==> src/rtl/itf_arb_pkg.sv <==
// Shared encodings and helpers for the SPI/I2C command arbiter.
// Imported by itf_cmd_arbiter and itf_flag_mux.
package itf_arb_pkg;

  localparam logic [2:0] ST_IDLE   = 3'd0;
  localparam logic [2:0] ST_LAUNCH = 3'd1;
  localparam logic [2:0] ST_WAIT   = 3'd2;
  localparam logic [2:0] ST_DONE   = 3'd3;
  localparam logic [2:0] ST_GUARD  = 3'd4;

  typedef enum logic [2:0] {
    IDLE   = ST_IDLE,
    LAUNCH = ST_LAUNCH,
    WAIT   = ST_WAIT,
    DONE   = ST_DONE,
    GUARD  = ST_GUARD
  } arb_state_t;

  localparam logic REQ_HOST = 1'b0;
  localparam logic REQ_POLL = 1'b1;

  localparam logic OP_WR = 1'b1;
  localparam logic OP_RD = 1'b0;

  localparam logic SEL_SPI = 1'b1;
  localparam logic SEL_I2C = 1'b0;

  localparam logic [7:0] TIMEOUT_RDATA = 8'h00;

  // Attributes of the transaction in flight; address/data live in the output bytes.
  typedef struct packed {
    logic wr;
    logic id;
    logic sel;
  } txn_t;

  // A lone request wins outright; a tie goes to the requester not served last.
  function automatic logic rr_pick(input logic req0, input logic req1, input logic last);
    if (req0 && req1) return ~last;
    return req1 ? REQ_POLL : REQ_HOST;
  endfunction

endpackage

==> src/rtl/itf_flag_mux.sv <==
// Picks completion flags and read data of the latched interface, and the
// flag that completes the latched operation type.
module itf_flag_mux
  import itf_arb_pkg::*;
(
  input  logic       sel_lat,
  input  logic       wr_lat,
  input  logic       spi_w_finish,
  input  logic       spi_rd_data_valid_flag,
  input  logic [7:0] spi_rd_data_reg,
  input  logic       i2c_w_finish,
  input  logic       i2c_rd_valid_flag,
  input  logic [7:0] i2c_rd_data_reg,
  output logic       w_finish,
  output logic       rd_valid,
  output logic [7:0] rd_data,
  output logic       done_evt,
  output logic       flags_busy
);

  always_comb begin
    w_finish = i2c_w_finish;
    rd_valid = i2c_rd_valid_flag;
    rd_data  = i2c_rd_data_reg;
    if (sel_lat == SEL_SPI) begin
      w_finish = spi_w_finish;
      rd_valid = spi_rd_data_valid_flag;
      rd_data  = spi_rd_data_reg;
    end
  end

  assign done_evt   = (wr_lat == OP_WR) ? w_finish : rd_valid;
  // Masters hold their flags as levels; either one still high blocks re-arbitration.
  assign flags_busy = w_finish | rd_valid;

endmodule

==> src/rtl/itf_cmd_arbiter.sv <==
// Round-robin arbiter sharing the SPI/I2C byte masters between the host FIFO
// command path (requester 0) and the status poller (requester 1).
//
// state  | meaning
// IDLE   | no transaction; arbitrate pending requests
// LAUNCH | one-cycle start strobe to both masters
// WAIT   | wait for the latched completion flag or timeout
// DONE   | one-cycle ack pulse with result
// GUARD  | wait for the latched interface flags to drop
module itf_cmd_arbiter
  import itf_arb_pkg::*;
#(
  parameter int TIMEOUT_CYCLES = 4096
) (
  input  logic       CLK,
  input  logic       rst,
  input  logic       itf_sel,
  input  logic       r0_req,
  input  logic       r1_req,
  input  logic       r0_wr,
  input  logic       r1_wr,
  input  logic [7:0] r0_addr,
  input  logic [7:0] r1_addr,
  input  logic [7:0] r0_wdata,
  input  logic [7:0] r1_wdata,
  output logic       r0_ack,
  output logic       r1_ack,
  output logic [7:0] rsp_rdata,
  output logic       rsp_timeout,
  output logic       busy,
  output logic       grant_id,
  output logic [7:0] addr_byte,
  output logic [7:0] data_byte,
  output logic       WriteByteStart,
  output logic       ReadByteStart,
  input  logic       spi_w_finish,
  input  logic       spi_rd_data_valid_flag,
  input  logic       i2c_w_finish,
  input  logic       i2c_rd_valid_flag,
  input  logic [7:0] spi_rd_data_reg,
  input  logic [7:0] i2c_rd_data_reg
);

  localparam int CNT_W = $clog2(TIMEOUT_CYCLES) + 1;
  localparam logic [CNT_W-1:0] CNT_LAST = CNT_W'(TIMEOUT_CYCLES - 1);

  arb_state_t       state, state_nxt;
  txn_t             txn, txn_nxt;
  logic [CNT_W-1:0] cnt, cnt_nxt;
  logic             last_grant, last_grant_nxt;
  logic             r0_ack_nxt, r1_ack_nxt;
  logic             wr_start_nxt, rd_start_nxt;
  logic [7:0]       rsp_rdata_nxt;
  logic             rsp_timeout_nxt;
  logic             busy_nxt;
  logic             grant_id_nxt;
  logic [7:0]       addr_nxt, data_nxt;

  logic             pick_id;
  logic             pick_wr;
  logic             sel_w_finish, sel_rd_valid, done_evt, flags_busy;
  logic [7:0]       sel_rd_data;

  assign pick_id = rr_pick(r0_req, r1_req, last_grant);
  assign pick_wr = pick_id ? r1_wr : r0_wr;

  itf_flag_mux u_flag_mux (
    .sel_lat                (txn.sel),
    .wr_lat                 (txn.wr),
    .spi_w_finish           (spi_w_finish),
    .spi_rd_data_valid_flag (spi_rd_data_valid_flag),
    .spi_rd_data_reg        (spi_rd_data_reg),
    .i2c_w_finish           (i2c_w_finish),
    .i2c_rd_valid_flag      (i2c_rd_valid_flag),
    .i2c_rd_data_reg        (i2c_rd_data_reg),
    .w_finish               (sel_w_finish),
    .rd_valid               (sel_rd_valid),
    .rd_data                (sel_rd_data),
    .done_evt               (done_evt),
    .flags_busy             (flags_busy)
  );

  always_comb begin
    state_nxt       = state;
    txn_nxt         = txn;
    cnt_nxt         = cnt;
    last_grant_nxt  = last_grant;
    r0_ack_nxt      = 1'b0;
    r1_ack_nxt      = 1'b0;
    wr_start_nxt    = 1'b0;
    rd_start_nxt    = 1'b0;
    rsp_rdata_nxt   = rsp_rdata;
    rsp_timeout_nxt = rsp_timeout;
    grant_id_nxt    = grant_id;
    addr_nxt        = addr_byte;
    data_nxt        = data_byte;

    case (state)
      IDLE: begin
        if (r0_req || r1_req) begin
          txn_nxt.wr   = pick_wr;
          txn_nxt.id   = pick_id;
          txn_nxt.sel  = itf_sel;
          grant_id_nxt = pick_id;
          addr_nxt     = pick_id ? r1_addr : r0_addr;
          data_nxt     = pick_id ? r1_wdata : r0_wdata;
          wr_start_nxt = (pick_wr == OP_WR);
          rd_start_nxt = (pick_wr == OP_RD);
          state_nxt    = LAUNCH;
        end
      end
      LAUNCH: begin
        cnt_nxt   = '0;
        state_nxt = WAIT;
      end
      WAIT: begin
        // A completion in the terminal cycle still counts as success.
        if (done_evt) begin
          rsp_rdata_nxt   = (txn.wr == OP_WR) ? TIMEOUT_RDATA : sel_rd_data;
          rsp_timeout_nxt = 1'b0;
          r0_ack_nxt      = (txn.id == REQ_HOST);
          r1_ack_nxt      = (txn.id == REQ_POLL);
          state_nxt       = DONE;
        end else if (cnt == CNT_LAST) begin
          rsp_rdata_nxt   = TIMEOUT_RDATA;
          rsp_timeout_nxt = 1'b1;
          r0_ack_nxt      = (txn.id == REQ_HOST);
          r1_ack_nxt      = (txn.id == REQ_POLL);
          state_nxt       = DONE;
        end else begin
          cnt_nxt = cnt + 1'b1;
        end
      end
      DONE: begin
        last_grant_nxt = txn.id;
        state_nxt      = GUARD;
      end
      GUARD: begin
        if (!flags_busy) state_nxt = IDLE;
      end
      default: state_nxt = IDLE;
    endcase

    busy_nxt = (state_nxt != IDLE);
  end

  always_ff @(posedge CLK or posedge rst) begin
    if (rst) begin
      state          <= IDLE;
      txn            <= '0;
      cnt            <= '0;
      last_grant     <= REQ_POLL;
      r0_ack         <= 1'b0;
      r1_ack         <= 1'b0;
      WriteByteStart <= 1'b0;
      ReadByteStart  <= 1'b0;
      rsp_rdata      <= 8'h00;
      rsp_timeout    <= 1'b0;
      busy           <= 1'b0;
      grant_id       <= 1'b0;
      addr_byte      <= 8'h00;
      data_byte      <= 8'h00;
    end else begin
      state          <= state_nxt;
      txn            <= txn_nxt;
      cnt            <= cnt_nxt;
      last_grant     <= last_grant_nxt;
      r0_ack         <= r0_ack_nxt;
      r1_ack         <= r1_ack_nxt;
      WriteByteStart <= wr_start_nxt;
      ReadByteStart  <= rd_start_nxt;
      rsp_rdata      <= rsp_rdata_nxt;
      rsp_timeout    <= rsp_timeout_nxt;
      busy           <= busy_nxt;
      grant_id       <= grant_id_nxt;
      addr_byte      <= addr_nxt;
      data_byte      <= data_nxt;
    end
  end

endmodule
==> config.mk <==
export PLATFORM = sky130hd
export DESIGN_NAME = itf_cmd_arbiter
export DESIGN_NICKNAME = d
export VERILOG_FILES = /design/src/rtl/itf_arb_pkg.sv /design/src/rtl/itf_flag_mux.sv /design/src/rtl/itf_cmd_arbiter.sv
export SDC_FILE = /design/constraint.sdc
export NUM_CORES = 1
export LEC_CHECK = 0
export BUFFER_PORTS_ARGS = -buffer_cell sky130_fd_sc_hd__buf_2
export CAP_MARGIN = 20
export CORE_ASPECT_RATIO = 0.6
export CORE_MARGIN = 2
export CORE_UTILIZATION = 45
export CTS_CLUSTER_DIAMETER = 40
export DETAILED_ROUTE_END_ITERATION = 10
export PLACE_DENSITY = 0.73
export SYNTH_ARGS = -nofsm -noshare
export SYNTH_HDL_FRONTEND = slang
export SYNTH_SLANG_ARGS = --single-unit
==> constraint.sdc <==
create_clock -name CLK -period 2.8 [get_ports CLK]
set_input_delay 0.28 -clock CLK [delete_from_list [all_inputs] [get_ports CLK]]
set_output_delay 0.28 -clock CLK [all_outputs]
set_load 0.02 [all_outputs]
==> metrics.md <==
| Metric | Value |
|---|---|
| Largest net degree at the start of global routing | `51` |
| Worst Hold Class | `in2reg` |
| Gr ovfl total | `0` |
| Worst reg-to-reg path cell count | `6` |
| Crit path launch type | `flip-flop` |
| Clock latency on the worst-skew pair | `0.30 ns` |
| Post-Synth Adder-Cell Area | `0.00504` |
| Largest family of logic cells by synthesized area | `multiplexers` |
| Area delta synth->final | `26.8%` |
| Max Slew Vio Count | `0` |
| DIE WIDTH | `99.9 um` |
| Synth Area in Compound Gates | `0.0978` |
| Placed Cells | `385` |
| Clock buffer depth | `2` |
| DRT Pass-1 Iters | `4` |
| Initial antenna violation count | `0` |
| Kind of critical path | `reg2reg` |
| Detailed placement HPWL | `4320 um` |
| Post-layout util | `0.607` |
| Post-Synth XOR/XNOR Area | `0.00353` |
| Crit-path max FO | `10` |
| Crit path time final | `2.32 ns` |
| YS warnings | `0` |
| Clock slew at reported path FFs | `0.10 ns` |
| Post-synthesis sequential area ratio | `0.505` |
| Total GRT Usage | `0.198` |
| PostCTS Resize Cnt | `0` |
| F_max | `431 MHz` |
| Detailed-route wire length per cell | `14.6 um` |
| Share of cells above drive strength 1 | `0.352` |
| Core Region | `0.00518 sq mm` |
| RSZ-0062 raised after global routing | `no` |
| P per Cell Area | `956 mW/mm^2` |
| Fin. Hold Viols | `0` |
| Hold depth | `2` |
| Post-detailed-route count of antenna-violating nets | `0` |
| CP arrival | `2.51 ns` |
| Critical path depth | `6` |
| Reg area | `0.00125 sq mm` |
| Final RePlAce weighted congestion | `0.819` |
| Final #Nets | `389` |
| Slew HR | `0.463` |
| Final worst path period share | `0.828` |
| Synth cell types | `39` |
| Vias in the first global route | `2000` |
| Area of the die | `0.00614 sq mm` |
| Die H | `61.5 um` |
| Final setup margin | `0.481 ns` |
| Static leakage | `0.00158 uW` |
| Max IR drop VDD | `0.000585 V` |
| Crit-path cells | `ha_1, nand4_1, nor4_1, a21oi_1, buf_4, mux2_1` |
| Area of the multi-input gates | `0.00117 sq mm` |
| I/O pin total | `90` |
| Syn Area/Cell | `10.5 sq um` |
| Inserted Diodes | `0` |
| Syn Nets | `296` |
| First-pass GRT wire length | `9410 um` |
| Clock Skew | `0.00934 ns` |
| H-tree levels | `2` |
| DR vias | `2073` |
| Post-synthesis mux area share | `0.185` |
| IO Port Bufs | `89` |
| Slowest stage delay, CP | `0.56 ns` |
| Setup WS pre-CTS | `0.242 ns` |
| Crit path max-delay cell type | `nor4_1` |
| Clock Root Buffer | `clkbuf_8` |
| Syn Inst Count | `236` |
| CP top delay family | `simple AND/OR/NAND/NOR gates` |
| Routed WL | `5790 um` |
| Slew @ Worst Pin | `0.806 ns` |
| Worst Setup End Kind | `flip-flop` |
| Initial core utilization | `0.479` |
| Synth Register Bits | `50` |
| CTS Hold Bufs | `0` |
| Req. time, crit path | `2.99 ns` |
| Maxcap violations | `0` |
| Remaining DRCs | `0` |
| FILL cells | `447` |
| Worst Path Buf+Inv | `1` |
| Initial detailed-routing violation count | `82` |
| Row count | `20` |
| Post-Syn Area | `0.00248 sq mm` |
| Layout Cells excl Fill | `396` |
| Simple-gate share of the synthesized area | `0.179` |
| Finish-stage setup viols | `0` |
| Status | `complete, no violations` |
| Mean number of vias per cell | `5.23` |
| CTS sink count | `50` |
| TNS Setup | `0 ns` |
| Post-CTS Setup Bufs | `0` |
| CTS tree | `done` |
| Num CTS Buffers | `5` |
[final cells by class]
type,count,area share
clock buffers,5,0.0219
clock inverters,3,0.00915
inverters,3,0.00358
multi-input cells,171,0.373
flip-flops and latches,50,0.398
well taps,66,0.0262
repair buffers,98,0.168
[report_power, final]
part	internal [uW]	switching (uW)	leakage, uW
Sequential	981	177	0.000649
Combinational	533	869	0.000881
Clock	187	261	0.0000506
Total	1700	1310	0.00158
[through the flow]
step	power [uW]	instance area (sq um)	hold slack [ns]
4_1_cts	3020	3110	0.179
3_5_place_dp	2570	3010	0.470
6_report	3010	3150	0.192
2_1_floorplan	2130	2480	0.412
5_1_grt	3260	3150	0.169
3_3_place_gp	2530	3010	0.464
[logic make-up (layout without fill, tap and decap cells)]
kind of cell,after synthesis,count (layout)
DFF,50,50
buffers and inverters,15,109
adders and majority gates,1,1
and+or+nand+nor,86,86
xor gates and xnor gates,1,1
AOI/OAI and AO/OA,40,40
muxes,43,43
[flip-flops by register name, indices dropped and copies added (netlist names), 3 cells and up]
| register | count |
|---|---|
| cnt | 13 |
| txn | 3 |
| state | 3 |
| data_byte | 8 |
| addr_byte | 8 |
| rsp_rdata | 8 |
[cells in the final DEF, fill, tap and decap left out, types with 2 or more instances in the layout]
| master | instances |
|---|---|
| buf_2 | 89 |
| dfrtp_1 | 49 |
| mux2i_1 | 29 |
| nand2_1 | 28 |
| nor2_1 | 18 |
| o21ai_1 | 18 |
| mux2_1 | 13 |
| a21oi_1 | 8 |
| buf_4 | 7 |
| o31ai_1 | 5 |
| or2_2 | 5 |
| or4_1 | 5 |
| nor4_1 | 5 |
| clkbuf_8 | 5 |
| nand3_1 | 4 |
| nand4_1 | 3 |
| nor3b_1 | 3 |
| nor3_1 | 3 |
| nor2b_1 | 3 |
| nand2b_1 | 2 |
| inv_1 | 2 |
| o41ai_1 | 2 |
[metal layers]
layer / track usage / vias up / routed length [um]
li1: - / 1037 / -
met4: 0.0489 / 0 / 24
met1: 0.284 / 957 / 2930
met5: 0 / - / 0
met2: 0.292 / 77 / 2360
met3: 0.0692 / 2 / 489
[Yosys cell counts]
library cell	n	area share
xnor2_1	1	0.0035
mux2_1	13	0.059
nor4_2	1	0.0050
nand3_1	4	0.0081
nor3b_1	3	0.0091
inv_1	3	0.0045
or2_2	5	0.013
and3_1	1	0.0025
nand2b_1	2	0.0050
and2_1	1	0.0025
and4_1	1	0.0035
a211o_1	1	0.0035
o41ai_1	2	0.0071
nand4b_1	1	0.0035
mux2i_1	29	0.12
clkbuf_1	5	0.0076
nor2_1	18	0.027
o311a_1	1	0.0040
o21ai_1	19	0.038
o311ai_0	1	0.0035
or4_1	5	0.015
ha_1	1	0.0050
nand4bb_1	1	0.0045
dfrtp_1	49	0.49
o211ai_1	1	0.0030
a32o_1	1	0.0040
or4b_1	1	0.0040
o31ai_1	5	0.015
nor4_1	5	0.013
a21boi_1	1	0.0030
nor2b_1	3	0.0076
dfstp_2	1	0.011
buf_1	3	0.0045
mux4_2	1	0.0091
nand2_1	28	0.042
nand4_1	3	0.0076
nor3_1	3	0.0060
buf_2	4	0.0081
a21oi_1	8	0.016
[final timing paths]
check | startpoint | slack [ns] | endpoint
max in group asynchronous | rst | 1.90 | last_grant
worst max-delay path | cnt[0] | 0.48 | rsp_rdata[5]
worst max register to register | cnt[0] | 0.48 | rsp_rdata[5]
worst min-delay path | itf_sel | 0.19 | txn[0]
worst min register to register | addr_byte[5] | 0.49 | addr_byte[5]
min in group asynchronous | rst | 0.38 | cnt[3]
Note: power is estimated with default switching activity, not from simulation.
